==> src/rtl/aes256_key_sched_pkg.sv <==
// Shared AES-256 key-schedule constants, FSM state type and the byte S-box table.
package aes256_key_sched_pkg;

  localparam int unsigned NK     = 8;
  localparam int unsigned NR     = 14;
  localparam int unsigned NWORDS = 60;
  localparam int unsigned WORD_W = 32;
  localparam int unsigned RK_W   = 128;

  typedef enum logic [1:0] {
    IDLE = 2'd0,
    OUT  = 2'd1,
    GEN  = 2'd2
  } state_t;

  // Byte x lives at bits [2047-8x -: 8], so row 0 (0x00..0x0f) is the top 128 bits.
  localparam logic [2047:0] SBOX_TBL = {
    128'h637c777bf26b6fc53001672bfed7ab76,
    128'hca82c97dfa5947f0add4a2af9ca472c0,
    128'hb7fd9326363ff7cc34a5e5f171d83115,
    128'h04c723c31896059a071280e2eb27b275,
    128'h09832c1a1b6e5aa0523bd6b329e32f84,
    128'h53d100ed20fcb15b6acbbe394a4c58cf,
    128'hd0efaafb434d338545f9027f503c9fa8,
    128'h51a3408f929d38f5bcb6da2110fff3d2,
    128'hcd0c13ec5f974417c4a77e3d645d1973,
    128'h60814fdc222a908846eeb814de5e0bdb,
    128'he0323a0a4906245cc2d3ac629195e479,
    128'he7c8376d8dd54ea96c56f4ea657aae08,
    128'hba78252e1ca6b4c6e8dd741f4bbd8b8a,
    128'h703eb5664803f60e613557b986c11d9e,
    128'he1f8981169d98e949b1e87e9ce5528df,
    128'h8ca1890dbfe6426841992d0fb054bb16
  };

  function automatic logic [7:0] sbox(input logic [7:0] b);
    return SBOX_TBL[{~b, 3'b000} +: 8];
  endfunction

endpackage

==> src/rtl/aes256_key_sched_sbox.sv <==
// Combinational word S-box (four byte S-boxes) and the rcon lookup used by the key schedule.
module aes_sbox_word
  import aes256_key_sched_pkg::*;
(
  input  logic [WORD_W-1:0] din,
  output logic [WORD_W-1:0] dout
);

  assign dout = {sbox(din[31:24]), sbox(din[23:16]), sbox(din[15:8]), sbox(din[7:0])};

endmodule

module aes_rcon
  import aes256_key_sched_pkg::*;
(
  input  logic [3:0]        idx,
  output logic [WORD_W-1:0] rcon
);

  logic [7:0] rc;

  always_comb begin
    rc = 8'h00;
    case (idx)
      4'd0: rc = 8'h01;
      4'd1: rc = 8'h02;
      4'd2: rc = 8'h04;
      4'd3: rc = 8'h08;
      4'd4: rc = 8'h10;
      4'd5: rc = 8'h20;
      4'd6: rc = 8'h40;
      4'd7: rc = 8'h80;
      4'd8: rc = 8'h1b;
      4'd9: rc = 8'h36;
      default: rc = 8'h00;
    endcase
  end

  assign rcon = {rc, 24'h000000};

endmodule

==> src/rtl/aes256_key_sched.sv <==
// Sequential AES-256 key expansion: one word per GEN cycle, round keys handed out over valid/ready.
module aes256_key_sched
  import aes256_key_sched_pkg::*;
(
  input  logic              clk,
  input  logic              rst,
  input  logic              start,
  input  logic [255:0]      key_in,
  output logic              ready,
  output logic              rk_valid,
  input  logic              rk_ready,
  output logic [RK_W-1:0]   rk_data,
  output logic [3:0]        rk_idx,
  output logic              done
);

  state_t            state, state_d;
  logic [WORD_W-1:0] win [NK];
  logic [5:0]        widx;
  logic [1:0]        phase;
  logic              hs;
  logic              last;
  logic [WORD_W-1:0] rot_w, sub_in, sub_out, rcon_w, t_w, new_w;
  logic [3:0]        rcon_idx;

  assign ready    = (state == IDLE);
  assign rk_valid = (state == OUT);
  assign hs       = rk_valid & rk_ready;
  assign last     = (rk_idx == 4'(NR));
  assign rk_data  = (rk_idx == 4'd0) ? {win[0], win[1], win[2], win[3]}
                                     : {win[4], win[5], win[6], win[7]};

  // One S-box instance serves both the RotWord (i%8==0) and plain SubWord (i%8==4) steps.
  assign rot_w    = {win[7][23:0], win[7][31:24]};
  assign sub_in   = (widx[2:0] == 3'd0) ? rot_w : win[7];
  assign rcon_idx = {1'b0, widx[5:3]} - 4'd1;

  aes_sbox_word u_sbox (
    .din  (sub_in),
    .dout (sub_out)
  );

  aes_rcon u_rcon (
    .idx  (rcon_idx),
    .rcon (rcon_w)
  );

  always_comb begin
    t_w = win[7];
    case (widx[2:0])
      3'd0:    t_w = sub_out ^ rcon_w;
      3'd4:    t_w = sub_out;
      default: t_w = win[7];
    endcase
  end

  assign new_w = win[0] ^ t_w;

  always_ff @(posedge clk) begin
    if (rst) state <= IDLE;
    else     state <= state_d;
  end

  always_comb begin
    state_d = state;
    case (state)
      IDLE: if (start) state_d = OUT;
      OUT: begin
        if (hs) begin
          if (last)                  state_d = IDLE;
          else if (rk_idx != 4'd0)   state_d = GEN;
        end
      end
      GEN:     if (phase == 2'd3) state_d = OUT;
      default: state_d = IDLE;
    endcase
  end

  always_ff @(posedge clk) begin
    if (rst) begin
      for (int unsigned k = 0; k < NK; k++) win[k] <= '0;
      widx   <= 6'd8;
      rk_idx <= '0;
      phase  <= '0;
      done   <= 1'b0;
    end else begin
      done <= hs & last;
      case (state)
        IDLE: begin
          if (start) begin
            for (int unsigned k = 0; k < NK; k++) win[k] <= key_in[32*(7-k) +: 32];
            rk_idx <= '0;
            widx   <= 6'd8;
          end
        end
        OUT: begin
          if (hs && !last) begin
            rk_idx <= rk_idx + 4'd1;
            phase  <= '0;
          end
        end
        GEN: begin
          for (int unsigned k = 0; k < NK - 1; k++) win[k] <= win[k+1];
          win[NK-1] <= new_w;
          widx      <= widx + 6'd1;
          phase     <= phase + 2'd1;
        end
        default: ;
      endcase
    end
  end

endmodule

==> config.mk <==
export PLATFORM = sky130hd
export DESIGN_NAME = aes256_key_sched
export DESIGN_NICKNAME = d
export VERILOG_FILES = /design/src/rtl/aes256_key_sched_pkg.sv /design/src/rtl/aes256_key_sched_sbox.sv /design/src/rtl/aes256_key_sched.sv
export SDC_FILE = /design/constraint.sdc
export NUM_CORES = 1
export LEC_CHECK = 0
export ABC_AREA = 1
export BUFFER_PORTS_ARGS = -buffer_cell sky130_fd_sc_hd__buf_2
export CORE_MARGIN = 4
export CORE_UTILIZATION = 30
export DETAILED_ROUTE_END_ITERATION = 12
export GPL_TIMING_DRIVEN = 0
export PLACE_DENSITY = 0.58
export SYNTH_ARGS = -nofsm -noshare
export SYNTH_HDL_FRONTEND = slang
export SYNTH_SLANG_ARGS = --single-unit
==> constraint.sdc <==
create_clock -name clk -period 4.2 [get_ports clk]
set_input_delay 1.05 -clock clk [delete_from_list [all_inputs] [get_ports clk]]
set_output_delay 1.05 -clock clk [all_outputs]
set_load 0.05 [all_outputs]
After elaboration in Yosys (flattened, before gate mapping)

Memory sizes are Yosys's and may differ from the RTL's.
Cells that the tools add are included.

Register bits: 15
Memory bits (writable): 256
ROM bits: 128
Input bits: 260
Output and inout port bits: 135
Word-level logic and storage cells: 103
Memories kept: 2

$add $sub $neg: 4
Equality and inequality tests: 10
Shifts and indexed selects: 4
Multiplexer cells: 41
Bitwise logic cells: 24
Reduce and logical (&&, ||, !) cells: 13

Memory list:

| memory          | words | width | read ports | clocked after memory_dff | wr ports | line                        | RTL |
|---|---|---|---|---|---|---|---|
| win             | 8     | 32    | 8          | 0                        | 8        | aes256_key_sched.sv:18      | `logic [WORD_W-1:0] win [NK];` |
| (no name shown) | 16    | 8     | 1          | 0                        | 0        | aes256_key_sched_sbox.sv:24 | `case (idx)` |

Operators by type and width:

| kind                                                         | count |
|---|---|
| indexed part select 2048 x 12 -> 8 bit, first input constant | 4 |
| two-way mux 32 bit                                           | 17 |
| two-way mux 128 bit                                          | 1 |
| case mux 32 bit (2 select lines)                             | 1 |
| XOR 32 bit                                                   | 2 |
| NOT 8 bit                                                    | 4 |
| bitwise OR 1 bit                                             | 16 |
| two-way mux 2 bit                                            | 6 |
| case mux 6 bit (2 select lines)                              | 1 |
| two-way mux 1 bit                                            | 9 |
| two-way mux 4 bit                                            | 2 |
| case mux 4 bit (2 select lines)                              | 1 |
| adder 6 x 1 -> 6 bit, second input constant                  | 1 |
| two-way mux 6 bit                                            | 1 |
| case mux 2 bit (3 select lines)                              | 1 |
| nonzero test 2 bit                                           | 3 |
| adder 4 x 1 -> 4 bit, second input constant                  | 1 |
| == test 2 bit, second input constant                         | 2 |
| == test 4 bit, second input constant                         | 1 |
| logical NOT 4 bit                                            | 1 |
| inequality test 2 x 1 -> 1 bit, second input constant        | 2 |
| inequality test 2 bit, second input constant                 | 2 |
| case mux 2 bit (2 select lines)                              | 1 |
| AND reduction 2 bit                                          | 2 |
| 13 further kinds                                             | 14 |

Longest topological paths before layout

Gate-level depths: netlist of run 1.

Depth in word-level cells: 8
Depth in mapped cells: 25
Depth with buffers taken out: 23

Modules after synthesis

Synthesis of run 1 repeated with hierarchy kept, for this count alone.

Cell total of the unflattened synthesis: 4483
Area, all modules: 27064.7 um^2

Modules (own cells, without submodules):

| module           | times used | cells each | area each (um^2) | sequential area each (um^2) |
|---|---|---|---|---|
| aes256_key_sched | 1          | 1967       | 15399.8          | 7987.7 |
| aes_sbox_word    | 1          | 2462       | 11365.9          | 0.0 |
| aes_rcon         | 1          | 54         | 299.0            | 0.0 |

Worst setup path after synthesis of run 1

Ideal clock, no wire load.

Kind: input -> register
Start: in rst
End: mem win[0][0] (enable)
Setup time: 0.905 ns
Arrival time: 3.632 ns
Data required time: 3.295 ns
Path slack: -0.337 ns
Stages on the path: 5
Buffers on the path: 3
Path through: clkbuf_1 -> nor2_1 -> clkbuf_1 -> clkbuf_1 -> nand2_1

RTL lines:

| element            | line                   | RTL |
|---|---|---|
| start: declaration | aes256_key_sched.sv:6  | `input logic rst,` |
| end: declaration   | aes256_key_sched.sv:18 |  |

==> results of run 1 <==
kinds of logic after synthesis:
logic type / after synthesis / synth area share
compound gates: 765 / 0.172
fa+ha+maj: 62 / 0.0296
flops: 271 / 0.305
simple gates: 2402 / 0.387
buf+inv: 685 / 0.107
critical path: cells and delay by family, from the launching register on:
family | cells | cell delay [ns]
simple gates | 12 | 1.72
buf+inv | 5 | 0.76
fa+ha+maj | 2 | 0.54
compound gates | 3 | 0.53
flops | 1 | 0.35
timing repair:
item,CTS,global route
gates resized for setup,71,94
pin swaps,0,3
hold buffers,0,0
endpoints found under the setup margin,243,149
buffers inserted,0,21
layout make-up:
cell class / instances / area, um2
Inverter: 416 / 1570
Tap cell: 1155 / 1450
Buffer: 269 / 1300
Fill cell: 9749 / 55400
Clock buffer: 42 / 912
Timing Repair Buffer: 416 / 2180
Sequential cell: 271 / 7990
Antenna cell: 3 / 7.51
Clock inverter: 17 / 97.6
Multi-Input combinational cell: 3229 / 15900
per-stage QoR:
step,std cells,hold slack [ns],TNS [ns],setup WS [ns],power [mW]
2_1_floorplan,4185,0.433,0,0.347,19.0
3_3_place_gp,5733,0.455,-462.30,-2.35,29.6
3_5_place_dp,5735,0.461,-117.24,-1.01,29.0
4_1_cts,5794,0.475,-0.0118,-0.0118,32.0
5_1_grt,5815,0.509,-0.114,-0.0667,34.8
6_report,5818,0.476,0,0.0322,33.7
registers in the layout, summed over array words and instances, names as in the netlist:
signal / cells
widx: 6
phase: 2
win: 256
rk_idx: 4
done: 1
state: 2
report_power, final:
part / total (mW) / switching, mW / internal, mW / leakage (nW)
clock network: 2.86 / 1.31 / 1.55 / 0.495
registers: 4.66 / 0.618 / 4.05 / 2.89
logic: 26.2 / 20.2 / 5.99 / 11.8
total: 33.7 / 22.2 / 11.6 / 15.2
placed cells by master, fill, tap and decap left out, types with 33 or more instances in the layout:
cell type and instances:
nand2_1 1401, o211ai_1 75, edfxtp_1 256, o21ai_0 375
buf_4 33, ha_1 47, a21oi_1 94, a22o_1 64
clkbuf_16 35, buf_2 483, nand2_2 39, o21ai_1 75
clkbuf_1 129, inv_1 394, nand3_1 762, nor2_1 131
routing by layer:
metal,vias to the layer above,track usage,wire [um]
met5,-,0,45
met2,2875,0.582,79100
met3,629,0.111,23500
met4,6,0.194,11800
met1,16667,0.486,71200
li1,14959,-,-
worst paths after layout:
kind	startpoint	to
max	widx[0]	win[1][97]
min reg2reg	phase[0]	phase[0]
max reg2reg	widx[0]	win[1][97]
min	phase[0]	phase[0]
==> impl_results.md, run 1 <==
* CTS max path bufs at 3
* Startpoint Class: flop
* Mean Syn Cell Area at 6.27 um2
* Area leader, netlist: edfxtp_1
* Setup crit end kind: flop
* Area Growth Syn to Fin at 19.6%
* Hold/Removal Path Class: flop to flop
* Clk root buf: clkbuf_16
* Run status: completed
* Worst Path Arrival at 4.49 ns
* Net count after synthesis at 4507
* Area contributors post-synth: edfxtp_1 (29%), nand2_1 (20%), nand3_1 (15%)
* Final Wtd Congestion at between 1 and 1.5
* R2R setup slack at ~0.032 ns
* Final period util at 0.992
* Core Util, Final at 0.362
* Post-synth ARST share at 0
* Max IR drop VDD at around 0.0005 V
* TritonCTS clock tree: yes
* Final Max Slew Viols at 0
* Worst setup path category: flop to flop
* Final Hold Viols at 0
* Detailed Place HPWL at 144 mm
* Synthesis-stage register bit count at 271
* CTS H-tree depth at 2
* Nets at between 4000 and 5000
* First-pass GRT wire length at 254 mm
* Final Critical Period at 4.17 ns
* Drt total wl at 186 mm
* Crit path largest cell delay at around 0.35 ns
* DRT Pass-1 Iters at 10
* Row count at 108
* Top FF cell, synth: edfxtp_1
* Post-DRT Antenna Nets at 0
* Fmax at 240 MHz
* Cell mode on critical path: nand2_1
* P_leak at 15.2 nW
* Leading cell type by number of instances after synthesis: nand2_1
* Die area at 0.0922 mm2
* Die Height at 304 um
* Via Count at 35136
* Yosys warning total at 0
* Pwr Density at 1080 mW/mm2
* Crit path cell chain: inv_1 > ha_1 > buf_4 > nand2_8 > buf_6 > buf_6 > nand2_1 > o21ai_4 > ha_2 > inv_1 > nand2_2 > nand3_1 > nand2_1 > o21ai_0 > a31oi_1 > nand2_1 > nand3_1 > nand3_2 > nand2_1 > nand2_1 > nand3_1 > nand2_1
* Number of CTS-inserted buffers at 35
* GRT Util Overall at 0.380
* Synth cell count leaders: nand2_1 (1428), nand3_1 (778), o21ai_0 (401)
* Synth Instances at 4185
* Finish-stage setup viols at 0
* Core area at 0.0868 mm2
* Final clock skew at 0.0315 ns
* Grt total ovfl at 0
* Worst r2r path cells at 22
* # IOs at 395
* # port buffers at 393
* Worst-path fanout max at 10
* Number of flops mapped to enable cells by yosys at 256
* Largest net degree at the start of global routing at 97
* DR WL/cell at 31.9 um
* Post-synthesis sequential area ratio at 0.305
* Clock insertion delay at the later pin of the skew report at 0.58 ns
* Initial core utilization at 0.302
* 1st-iter DRT viols at about 5500
* Synth cell types at 41
* Slew @ Worst Pin at 1.30 ns
* Finished Cell Area at between 0.03 and 0.04 mm2
* MaxCap Viol Count at 0
* Clk slew on worst S/H paths at roughly 0.060 ns
* Hold depth at 1
* Unrepaired setup endpoints after global routing: yes
* Initial antenna violation count at 9
* Post-route DRC at 0
* Die width at 304 um
* Rel. slew slack at 0.134
* Critical-path cell with the highest stage delay: dfxtp_1
* Placed instance area at 0.0297 mm2
* Share of cells above drive strength 1 at 0.161
* Yosys top cell area share at 0.293
* CP required at between 4 and 5 ns
* Vias in the first global route at 33268
* Mapped Area at 0.0262 mm2
* Post-DR vias/cell at 6.04
* CTS sink cnt at ~270
(Power assumes the default switching activity.)
==> run 2, diff against run 1 <==
CELL_PAD_IN_SITES_DETAIL_PLACEMENT = 1   (was not set)
CELL_PAD_IN_SITES_GLOBAL_PLACEMENT = 2   (was not set)
CORE_UTILIZATION = 28   (was 30)
PLACE_DENSITY = 0.86   (was 0.58)
==> impl_results.md, run 2 (same netlist as run 1, synthesis figures left out) <==
* R2R setup slack at 0.08 ns (+0.05 ns)
* Number of CTS-inserted buffers at 35 (unchanged)
* Clk slew on worst S/H paths at 0.06 ns (about the same)
* TritonCTS clock tree: yes
* CP required at 3.15 ns (-1.37 ns)
* Largest net degree at the start of global routing at 97 (unchanged)
* Non-Filler Instances at 5924 (+1.8%)
* Worst setup path category: flop to primary output
* Vias in the first global route at 34853 (+4.8%)
* Finish-stage setup viols at 6 (+6)
* CTS max path bufs at 3 (unchanged)
* Hold/Removal Path Class: flop to flop
* Startpoint Class: flop
* CTS H-tree depth at 2 (unchanged)
* Reg2Reg Launch Point: widx[0]
* Switch Pwr at 22.7 mW (+2.3%)
* Max reg flops at 256 (unchanged)
* Grt total ovfl at 0 (unchanged)
* Worst Path Arrival at 3.18 ns (-1.31 ns)
* Hold buffer count at CTS at 0 (unchanged)
* Post-route DRC at 0 (unchanged)
* Final Hold Viols at 0 (unchanged)
* Nets at 4971 (+0.22%)
* Finished Cell Area at 0.0318 mm2 (+1.5%)
* CTS sink cnt at 271 (unchanged)
* Rel. slew slack at 0.0626 (-0.0715)
* Clk root buf: clkbuf_16
* Seq pwr share at 0.135 (-0.003)
* 1st-iter DRT viols at 4579 (-16%)
* Die area at 0.0986 mm2 (+7.0%)
* Worst Setup Slack, final at -0.0304 ns (-0.0627 ns)
* Initial antenna violation count at 11 (+2)
* Area Growth Syn to Fin at 21.4%
* Fill count at 12145 (+25%)
* Buf/Inv on CP at 4 (-1)
* Hold depth at 1 (unchanged)
* Final Wtd Congestion at 1.00 (-4.1%)
* Run status: finished, violations left
* Violated checks: setup timing
* DR WL/cell at 32.3 um (+1.3%)
* Clock insertion delay at the later pin of the skew report at 0.59 ns (about the same)
* Share of cells above drive strength 1 at 0.166 (+0.00490)
* Worst setup path startpoint: rk_idx[0]
* Final Critical Period at 4.23 ns (+0.0627 ns)
* Die Height at 314 um (+3.4%)
* Min-delay src: phase[0]
* Leading cell type in the layout, fill and taps excluded: nand2_1
* Final period util at 1.01 (+0.0149)
* Cell family with most CP delay: buffers and inverters
* # port buffers at 393 (unchanged)
* DRT Pass-1 Iters at 6 (-4)
* Clk network pwr share at 0.086 (about the same)
* Row count at 111 (+2.8%)
* Int Pwr at 11.8 mW (+2.1%)
* Hold path endpoint: phase[0]
* Most frequent cells in the layout: nand2_1 (1389), nand3_1 (756), buf_2 (482)
* Post-DR vias/cell at 5.95 (-1.4%)
* Placed instance area at 0.0299 mm2 (+0.42%)
* GRT Util Overall at 0.371 (-0.00822)
* Setup crit end kind: primary output
* Slew @ Worst Pin at 1.41 ns (+0.107 ns)
* First-pass GRT wire length at 263 mm (+3.7%)
* FF-to-FF End: win[1][113]
* Total Neg Setup Slack at -0.0624 ns (-0.0624 ns)
* Initial core utilization at 0.284 (-0.0179)
* Fmax at 236 MHz (-1.5%)
* Top reg by flops: win
* Final clock skew at 0.0332 ns (+0.00171 ns)
* Via Count at 35267 (+0.37%)
* Die width at 314 um (+3.4%)
* Worst-path fanout max at 10 (unchanged)
* Pwr Density at 1080 mW/mm2 (+0.77%)
* Comb power frac at 0.779 (+0.002)
* Max IR drop VDD at 0.000387 V (-25%)
* MaxCap Viol Count at 0 (unchanged)
* Core area at 0.0922 mm2 (+6.3%)
* Placed Instances at 5824 (+1.6%)
* P_leak at 15.3 nW (+0.70%)
* Detailed Place HPWL at 151 mm (+5.2%)
* Final Max Slew Viols at 0 (unchanged)
* Largest registers: win x256, widx x6, rk_idx x4
* Crit path cell chain: inv_1 > ha_1 > nand3_2 > clkbuf_2 > clkbuf_1 > o21ai_0 > buf_2
* Crit path largest cell delay at 0.52 ns (+0.17 ns)
* Post-DRT Antenna Nets at 0 (unchanged)
* Drt total wl at 191 mm (+3.1%)
* Critical-path cell with the highest stage delay: o21ai_0
* # IOs at 395 (unchanged)
* Net Sw Frac at 0.657 (about the same)
* Worst r2r path cells at 20 (-9.1%)
* Hold WS at 0.463 ns (-0.0132 ns)
[run 2: cell count changes in the layout (fill, tap and decap cells not counted), moves of 5 or more]
cell      previous run  this run
buf_12               0         7
clkbuf_1           129       135
diode_2              3         8
nand2_1           1401      1389
nand2_2             39        46
nand2_4              6        12
nand3_1            762       756
nand3_4              3         9
o21ai_0            375       380
[run 2: per-stage QoR]
| step | setup slack (ns) | utilization | power, mW |
|---|---|---|---|
| floorplan | 0.347 | - | 19.0 |
| global placement | -1.96 | 0.323 | 29.7 |
| detailed placement | -0.697 | 0.324 | 29.4 |
| CTS | -0.0540 | 0.338 | 32.7 |
| global route | -0.0431 | 0.345 | 35.6 |
| finish | -0.0304 | 0.345 | 34.5 |
[run 2: area by class of cell]
| type | instances | area, um2 | share of cell area |
|---|---|---|---|
| antenna | 8 | 20.0 | 0.000629 |
| tap | 1243 | 1560 | 0.0489 |
| timing repair buffer | 427 | 2340 | 0.0734 |
| buffer | 269 | 1310 | 0.0412 |
| inverter | 416 | 1580 | 0.0497 |
| clock buffer | 45 | 913 | 0.0287 |
| multi-input combinational | 3229 | 16000 | 0.502 |
| sequential | 271 | 7990 | 0.251 |
| clock inverter | 16 | 149 | 0.00468 |
[run 2: worst max path at each step]
stage	to	slack, ns	depth (start not counted)
2_1_floorplan	win[1][100]	0.35	5
3_3_place_gp	win[1][122]	-1.96	5
3_5_place_dp	win[1][36]	-0.70	6
4_1_cts	win[1][98]	-0.05	24
5_1_grt	win[1][117]	-0.04	23
6_report	rk_data[81]	-0.03	7
[run 2: timing repair]
| action | 4_1_cts | 5_1_grt |
|---|---|---|
| buffers inserted | 8 | 23 |
| pin swaps | 3 | 11 |
| resized for setup | 65 | 117 |
| endpoints found under the setup margin | 210 | 48 |
[run 2: power groups by stage]
stage / Clock [mW] / Sequential (mW) / Combinational, mW
floorplan: 0 / 4.41 / 14.6
global placement: 0 / 4.69 / 25.0
detailed placement: 0 / 4.67 / 24.8
CTS: 2.98 / 4.63 / 25.1
global route: 3.10 / 4.71 / 27.8
finish: 2.97 / 4.66 / 26.9
[run 2: per-layer routing]
| metal | routed length [um] | track usage | up-vias |
|---|---|---|---|
| met5 | 40 | 0.0148 | - |
| met4 | 11300 | 0.185 | 8 |
| met3 | 20900 | 0.0772 | 535 |
| met2 | 82500 | 0.571 | 2491 |
| met1 | 76700 | 0.494 | 17249 |
| li1 | - | - | 14984 |
